`src/rtl/chip_test_sequencer_if.sv`:
```
// -----------------------------------------------------------------------------
// chip_test_sequencer_if
// Handshake bundle between the test sequencer and the chip checker.
//   Chk_Run       : sequencer -> checker, start a check (1-cycle pulse)
//   Chk_DISP_RSLT : sequencer -> checker, checker may present its result
//   Chk_Done      : checker -> sequencer, check finished
//   Chk_RSLT      : checker -> sequencer, 1 = pass, valid while Chk_Done is high
// master modport is the sequencer side, slave modport is the checker side.
// -----------------------------------------------------------------------------
interface chip_test_sequencer_if;
  logic Chk_Run;
  logic Chk_DISP_RSLT;
  logic Chk_Done;
  logic Chk_RSLT;

  modport master (
    output Chk_Run,
    output Chk_DISP_RSLT,
    input  Chk_Done,
    input  Chk_RSLT
  );

  modport slave (
    input  Chk_Run,
    input  Chk_DISP_RSLT,
    output Chk_Done,
    output Chk_RSLT
  );
endinterface

```
`src/rtl/chip_test_sequencer.sv`:
```
// -----------------------------------------------------------------------------
// chip_test_sequencer
// Push-button driven sequencer for an external chip checker. A synchronized
// rising edge on Start launches one check run, waits for the checker (with a
// hang timeout), latches the verdict onto three LEDs and holds the result for
// a minimum display time before accepting another Start.
//
// Parameters
//   TIMEOUT_CYCLES : WAIT cycles allowed before the checker is declared hung (2..65535)
//   HOLD_CYCLES    : minimum SHOW duration before returning to IDLE (1..65535)
// Ports
//   Clk, Reset_n   : single clock, asynchronous active-low reset
//   Start          : asynchronous push-button level, active high
//   chk            : checker handshake (Run / DISP_RSLT out, Done / RSLT in)
//   Busy           : high whenever the sequencer is not in IDLE
//   Pass_LED, Fail_LED, Timeout_LED : latched verdict of the last run
//   Pass_Count, Fail_Count          : saturating tallies (CHIP_TALLY_EN only)
// Optional feature macro: CHIP_TALLY_EN (adds the two 8-bit tally counters).
// -----------------------------------------------------------------------------
module chip_test_sequencer #(
  parameter int TIMEOUT_CYCLES = 64,
  parameter int HOLD_CYCLES    = 16
) (
  input  logic                  Clk,
  input  logic                  Reset_n,
  input  logic                  Start,
  chip_test_sequencer_if.master chk,
  output logic                  Busy,
  output logic                  Pass_LED,
  output logic                  Fail_LED,
  output logic                  Timeout_LED
`ifdef CHIP_TALLY_EN
  ,
  output logic [7:0]            Pass_Count,
  output logic [7:0]            Fail_Count
`endif
);

  localparam int MAX_CYC = (TIMEOUT_CYCLES > HOLD_CYCLES) ? TIMEOUT_CYCLES : HOLD_CYCLES;
  localparam int TMR_W   = $clog2(MAX_CYC);
  localparam logic [TMR_W-1:0] TMO_LAST  = TMR_W'(TIMEOUT_CYCLES - 1);
  localparam logic [TMR_W-1:0] HOLD_LAST = TMR_W'(HOLD_CYCLES - 1);

  typedef enum logic [2:0] {
    ST_IDLE    = 3'd0,
    ST_LAUNCH  = 3'd1,
    ST_WAIT    = 3'd2,
    ST_CAPTURE = 3'd3,
    ST_TIMEOUT = 3'd4,
    ST_SHOW    = 3'd5
  } state_t;

  state_t           state_r;
  state_t           state_next_s;
  logic [TMR_W-1:0] timer_r;
  logic [TMR_W-1:0] timer_next_s;

  logic       start_meta_r;
  logic       start_sync_r;
  logic       start_prev_r;
  logic [1:0] sync_vld_r;
  logic       start_edge_s;

  logic chk_run_r;
  logic chk_disp_r;
  logic busy_r;
  logic pass_led_r;
  logic fail_led_r;
  logic timeout_led_r;

  // Saturating 8-bit increment for the tally counters.
  function automatic logic [7:0] sat_inc8(input logic [7:0] cnt);
    if (cnt == 8'hFF) begin
      sat_inc8 = cnt;
    end else begin
      sat_inc8 = cnt + 8'd1;
    end
  endfunction

  // Start synchronizer and edge history. The history flop is forced high until
  // the synchronizer has refilled after reset, so a button already held down
  // at reset release is never mistaken for a fresh press.
  always_ff @(posedge Clk or negedge Reset_n) begin
    if (!Reset_n) begin
      start_meta_r <= 1'b0;
      start_sync_r <= 1'b0;
      start_prev_r <= 1'b1;
      sync_vld_r   <= 2'b00;
    end else begin
      start_meta_r <= Start;
      start_sync_r <= start_meta_r;
      sync_vld_r   <= {sync_vld_r[0], 1'b1};
      start_prev_r <= sync_vld_r[1] ? start_sync_r : 1'b1;
    end
  end

  assign start_edge_s = start_sync_r & ~start_prev_r;

  // State and timer registers.
  always_ff @(posedge Clk or negedge Reset_n) begin
    if (!Reset_n) begin
      state_r <= ST_IDLE;
      timer_r <= {TMR_W{1'b0}};
    end else begin
      state_r <= state_next_s;
      timer_r <= timer_next_s;
    end
  end

  // Next-state and timer logic. The timer is cleared on every exit from WAIT
  // and SHOW, so it never counts past its terminal value.
  always_comb begin
    state_next_s = state_r;
    timer_next_s = timer_r;
    case (state_r)
      ST_IDLE: begin
        timer_next_s = {TMR_W{1'b0}};
        if (start_edge_s) begin
          state_next_s = ST_LAUNCH;
        end else begin
          state_next_s = ST_IDLE;
        end
      end
      ST_LAUNCH: begin
        timer_next_s = {TMR_W{1'b0}};
        state_next_s = ST_WAIT;
      end
      ST_WAIT: begin
        // Done is tested first so it wins a tie with the timeout.
        if (chk.Chk_Done) begin
          state_next_s = ST_CAPTURE;
          timer_next_s = {TMR_W{1'b0}};
        end else if (timer_r == TMO_LAST) begin
          state_next_s = ST_TIMEOUT;
          timer_next_s = {TMR_W{1'b0}};
        end else begin
          state_next_s = ST_WAIT;
          timer_next_s = timer_r + 1'b1;
        end
      end
      ST_CAPTURE: begin
        timer_next_s = {TMR_W{1'b0}};
        state_next_s = ST_SHOW;
      end
      ST_TIMEOUT: begin
        timer_next_s = {TMR_W{1'b0}};
        state_next_s = ST_SHOW;
      end
      ST_SHOW: begin
        if (timer_r == HOLD_LAST) begin
          state_next_s = ST_IDLE;
          timer_next_s = {TMR_W{1'b0}};
        end else begin
          state_next_s = ST_SHOW;
          timer_next_s = timer_r + 1'b1;
        end
      end
      default: begin
        state_next_s = ST_IDLE;
        timer_next_s = {TMR_W{1'b0}};
      end
    endcase
  end

  // Strobe and Busy flops decoded from the next state, so each is a clean
  // register output aligned with the state it belongs to.
  always_ff @(posedge Clk or negedge Reset_n) begin
    if (!Reset_n) begin
      chk_run_r  <= 1'b0;
      chk_disp_r <= 1'b0;
      busy_r     <= 1'b0;
    end else begin
      chk_run_r  <= (state_next_s == ST_LAUNCH);
      chk_disp_r <= (state_next_s == ST_CAPTURE);
      busy_r     <= (state_next_s != ST_IDLE);
    end
  end

  // Verdict LEDs: cleared in LAUNCH, loaded in CAPTURE or TIMEOUT, held otherwise.
  always_ff @(posedge Clk or negedge Reset_n) begin
    if (!Reset_n) begin
      pass_led_r    <= 1'b0;
      fail_led_r    <= 1'b0;
      timeout_led_r <= 1'b0;
    end else begin
      case (state_r)
        ST_LAUNCH: begin
          pass_led_r    <= 1'b0;
          fail_led_r    <= 1'b0;
          timeout_led_r <= 1'b0;
        end
        ST_CAPTURE: begin
          pass_led_r    <= chk.Chk_RSLT;
          fail_led_r    <= ~chk.Chk_RSLT;
          timeout_led_r <= 1'b0;
        end
        ST_TIMEOUT: begin
          pass_led_r    <= 1'b0;
          fail_led_r    <= 1'b1;
          timeout_led_r <= 1'b1;
        end
        default: begin
          pass_led_r    <= pass_led_r;
          fail_led_r    <= fail_led_r;
          timeout_led_r <= timeout_led_r;
        end
      endcase
    end
  end

`ifdef CHIP_TALLY_EN
  logic [7:0] pass_cnt_r;
  logic [7:0] fail_cnt_r;

  // Saturating pass/fail tallies; a timeout counts as a fail.
  always_ff @(posedge Clk or negedge Reset_n) begin
    if (!Reset_n) begin
      pass_cnt_r <= 8'd0;
      fail_cnt_r <= 8'd0;
    end else begin
      case (state_r)
        ST_CAPTURE: begin
          if (chk.Chk_RSLT) begin
            pass_cnt_r <= sat_inc8(pass_cnt_r);
          end else begin
            fail_cnt_r <= sat_inc8(fail_cnt_r);
          end
        end
        ST_TIMEOUT: begin
          fail_cnt_r <= sat_inc8(fail_cnt_r);
        end
        default: begin
          pass_cnt_r <= pass_cnt_r;
          fail_cnt_r <= fail_cnt_r;
        end
      endcase
    end
  end

  assign Pass_Count = pass_cnt_r;
  assign Fail_Count = fail_cnt_r;
`endif

  assign chk.Chk_Run       = chk_run_r;
  assign chk.Chk_DISP_RSLT = chk_disp_r;
  assign Busy              = busy_r;
  assign Pass_LED          = pass_led_r;
  assign Fail_LED          = fail_led_r;
  assign Timeout_LED       = timeout_led_r;

endmodule

```
`src/flat_wrapper.sv`:
```
// flat-port wrapper written by rule: the top's interface ports become plain ports
module chip_test_sequencer_flat 
#(
  parameter int TIMEOUT_CYCLES = 64,
  parameter int HOLD_CYCLES    = 16
)
  (Clk, Reset_n, Start, Busy, Pass_LED, Fail_LED, Timeout_LED, chk_Chk_Run, chk_Chk_DISP_RSLT, chk_Chk_Done, chk_Chk_RSLT);
  chip_test_sequencer_if chk_i ();
  input  logic Clk;
  input  logic Reset_n;
  input  logic Start;
  output logic Busy;
  output logic Pass_LED;
  output logic Fail_LED;
  output logic Timeout_LED;
  output wire logic [$bits(chk_i.Chk_Run)-1:0] chk_Chk_Run;
  output wire logic [$bits(chk_i.Chk_DISP_RSLT)-1:0] chk_Chk_DISP_RSLT;
  input wire logic [$bits(chk_i.Chk_Done)-1:0] chk_Chk_Done;
  input wire logic [$bits(chk_i.Chk_RSLT)-1:0] chk_Chk_RSLT;
  assign chk_Chk_Run = chk_i.Chk_Run;
  assign chk_Chk_DISP_RSLT = chk_i.Chk_DISP_RSLT;
  assign chk_i.Chk_Done = chk_Chk_Done;
  assign chk_i.Chk_RSLT = chk_Chk_RSLT;
  chip_test_sequencer #(.TIMEOUT_CYCLES(TIMEOUT_CYCLES), .HOLD_CYCLES(HOLD_CYCLES)) u_core (.Clk(Clk), .Reset_n(Reset_n), .Start(Start), .chk(chk_i), .Busy(Busy), .Pass_LED(Pass_LED), .Fail_LED(Fail_LED), .Timeout_LED(Timeout_LED));
endmodule
```
`config.mk`:
```
export PLATFORM = sky130hd
export DESIGN_NAME = chip_test_sequencer_flat
export DESIGN_NICKNAME = d
export VERILOG_FILES = /design/src/rtl/chip_test_sequencer_if.sv /design/src/rtl/chip_test_sequencer.sv /design/src/flat_wrapper.sv
export SDC_FILE = /design/constraint.sdc
export NUM_CORES = 1
export LEC_CHECK = 0
export CAP_MARGIN = 30
export CORE_UTILIZATION = 42
export CTS_BUF_LIST = sky130_fd_sc_hd__clkbuf_4 sky130_fd_sc_hd__clkbuf_8
export CTS_CLUSTER_DIAMETER = 120
export DETAILED_ROUTE_END_ITERATION = 8
export MAX_ROUTING_LAYER = met4
export PLACE_DENSITY = 0.61
export SYNTH_ARGS = -nofsm -noshare
export SYNTH_HDL_FRONTEND = slang
export SYNTH_SLANG_ARGS = --single-unit
```
`constraint.sdc`:
```
create_clock -name Clk -period 2.25 [get_ports Clk]
set_clock_uncertainty 0.05 [all_clocks]
set_input_delay 0.45 -clock Clk [delete_from_list [all_inputs] [get_ports Clk]]
set_output_delay 0.45 -clock Clk [all_outputs]
set_load 0.01 [all_outputs]
```
==> out/results.tsv <==
metric	value	unit
reg2regPathDepth	5	
syn-cell-area	866	um^2
gp_congestion	0.682	
grt_max_degree	21	
cp_max_fo	3	
dp_slack	0.358	ns
cp.required	1.75	ns
drc_errors	0	
grt_overflow	0	
postCtsHoldBufs	0	
syn2layout_area_growth	18.6	%
p_clk_share	17.2	%
viasPerCell	4.92	
ys_ff_latch	20	
core	0.00194	mm^2
synth_most_common_cell	dfrtp_1	
placedInstanceArea	997	um^2
max_freq	585	MHz
drv_cap	0	
peakVddDrop	0.000607	V
clk_pin_slew	0.10	ns
synthArstFlopShare	100	%
p_int	0.000696	W
postRouteAntennaNets	0	
grt_util_met2	24.9	%
cts_resized	0	
placement_rows	16	
cts_tree	yes	
clk_path_buf_depth	2	
synth_edf_count	0	
synth-seq-area-share	57.9	%
track_usage	15.5	%
hp-class	reg -> reg	
p_per_area	1020	mW/mm^2
endpoint	Fail_LED	
hold_violations	0	
seq_power_share	51.1	%
cts_setup_buffers	0	
busiest_layer	met2	
setup.worst_path.end_class	primary output	
die_x	47.4	um
p_leak	0.452	nW
num_vias	586	
use_met3	5.77	%
yosysUniqueCellTypes	33	
r2r_end	u_core.Busy	
finalSetupViolations	0	
fin_crit_sh	75.9	%
grt_pass1_wl	2300	um
yosysTopAreaCellShare	54.9	%
worst_slack	0.542	ns
sw_frac_of_total	33.4	%
grt_antenna_before_repair	0	
syn_area_per_cell	11.0	um^2
initial_core_util	44.6	%
postSynthCellCount	79	
final_area	0.00103	mm^2
rrSetupSlack	0.56	ns
setup-tns-final	0	ns
yosys_warnings	0	
wl_per_cell	11.4	um
hpwl	993	um
start_kind	flop	
grt_pass1_vias	547	
fin_nets	99	
comb_power_share	31.8	%
drtIter0Drc	3	
use_met1	18.4	%
startpoint	u_core.Fail_LED	
worstPathCellList	clkdlybuf4s50_1	
ios	11	
slowest_delay	0.54	ns
synth_nets	85	
drt_wl_total	1350	um
crit_type	reg -> out	
synth_commonest_cells	dfrtp_1 (19), nor2_1 (11), inv_1 (6)	
nFillCells	206	
slowest_stage	clkdlybuf4s50_1	
cts-root-buf	clkbuf_4	
insertion_delay	0.29	ns
die_area	0.00225	mm^2
cts_made_buffers	3	
htreeDepth	1	
maxSlewViolCount	0	
synth_top_area_cell	dfrtp_1	
fin_crit	1.71	ns
final_layout_size_suffix_gt1_share	9.78	%
reg2reg_from	u_core.timer_r[0]	
rsz0062_at_grt	no	
ys_top_cells_by_area	dfrtp_1 (55%), nor2_1 (4.8%), dfstp_2 (3.0%), inv_1 (2.6%), o21ai_0 (2.3%)	
status	finished, final reports clean	
arrival	1.21	ns
clock-sinks	20	
die_h	47.4	um
antenna_cells	0	
synthFlopType	dfrtp_1	
portBuffers	10	
cp_num_cells	1	
first_pass_iters	2	
cp_top_family	buffers and inverters	
p_switching	0.000349	W
worst-path-buf-inv	1	
## cell usage in the layout (no fill, tap or decap), types with 2 or more instances in the layout
master,n
dfrtp_1,19
nor2_1,11
clkdlybuf4s50_1,10
inv_1,6
o21ai_0,4
clkbuf_4,4
nand2_1,3
xnor2_1,2
nor3b_1,2
nand3b_1,2
nor3_1,2
nand3_1,2
and2_1,2
nand2b_1,2
## worst min path at each step
| stage | start | endpoint | depth (start not counted) |
|---|---|---|---|
| 2_1_floorplan | Reset_n | u_core.Busy | 0 |
| 3_3_place_gp | u_core.sync_vld_r[0] | u_core.sync_vld_r[1] | 0 |
| 3_5_place_dp | u_core.sync_vld_r[0] | u_core.sync_vld_r[1] | 0 |
| 4_1_cts | u_core.sync_vld_r[0] | u_core.sync_vld_r[1] | 0 |
| 5_1_grt | u_core.sync_vld_r[0] | u_core.sync_vld_r[1] | 0 |
| 6_report | u_core.sync_vld_r[0] | u_core.sync_vld_r[1] | 0 |
## kinds of logic (layout without fill, tap and decap cells)
| kind of cell | count (synthesis) | count (layout) | synth area share, % |
|---|---|---|---|
| xor gates and xnor gates | 3 | 3 | 3.04 |
| buffers and inverters | 8 | 21 | 3.76 |
| AOI/OAI and AO/OA | 14 | 14 | 11.7 |
| and+or+nand+nor | 32 | 32 | 21.7 |
| DFF | 20 | 20 | 57.9 |
| other | 1 | 1 | 0.433 |
| adders and majority gates | 1 | 1 | 1.44 |
## final cells by class
class                           count  area, um^2  share of cell area [%]
Timing Repair Buffer               11         108                    10.5
Clock buffer                        4        30.0                    2.92
Sequential cell                    20         502                    48.8
Multi-Input combinational cell     51         332                    32.3
Tap cell                           27        33.8                    3.29
Inverter                            6        22.5                    2.19
## flip-flops by register name, indices dropped and copies added (netlist names)
name and flops:
u_core.sync_vld_r 2, u_core.Timeout_LED 1, u_core.start_prev_r 1, u_core.Pass_LED 1
u_core.state_r 3, u_core.chk.Chk_Run 1, u_core.start_meta_r 1, u_core.timer_r 6
u_core.Fail_LED 1, u_core.Busy 1, u_core.start_sync_r 1, u_core.chk.Chk_DISP_RSLT 1
## through the flow
| stage | std cells | hold slack, ns | power [W] | utilization, % |
|---|---|---|---|---|
| 6_report | 119 | 0.306 | 0.00105 | 52.9 |
| 5_1_grt | 119 | 0.320 | 0.00113 | 52.9 |
| 4_1_cts | 119 | 0.308 | 0.00107 | 52.9 |
| 3_5_place_dp | 115 | 0.285 | 0.000880 | 51.4 |
| 3_3_place_gp | 115 | 0.288 | 0.000873 | 51.4 |
| 2_1_floorplan | 79 | 0.104 | 0.000747 | - |
## power groups by stage
stage / Clock [W] / Combinational [W] / Sequential [W]
finish: 0.000179 / 0.000332 / 0.000534
global route: 0.000205 / 0.000373 / 0.000552
floorplan: 0 / 0.000237 / 0.000509
detailed placement: 0 / 0.000337 / 0.000543
CTS: 0.000192 / 0.000339 / 0.000535
global placement: 0 / 0.000333 / 0.000540
## metal layers
metal	wire [um]	share of wire, %
met1	619	46
met2	666	49
met3	66	4.9
met4	0	0
met5	0	0
Power figures use the tool's default switching activity.
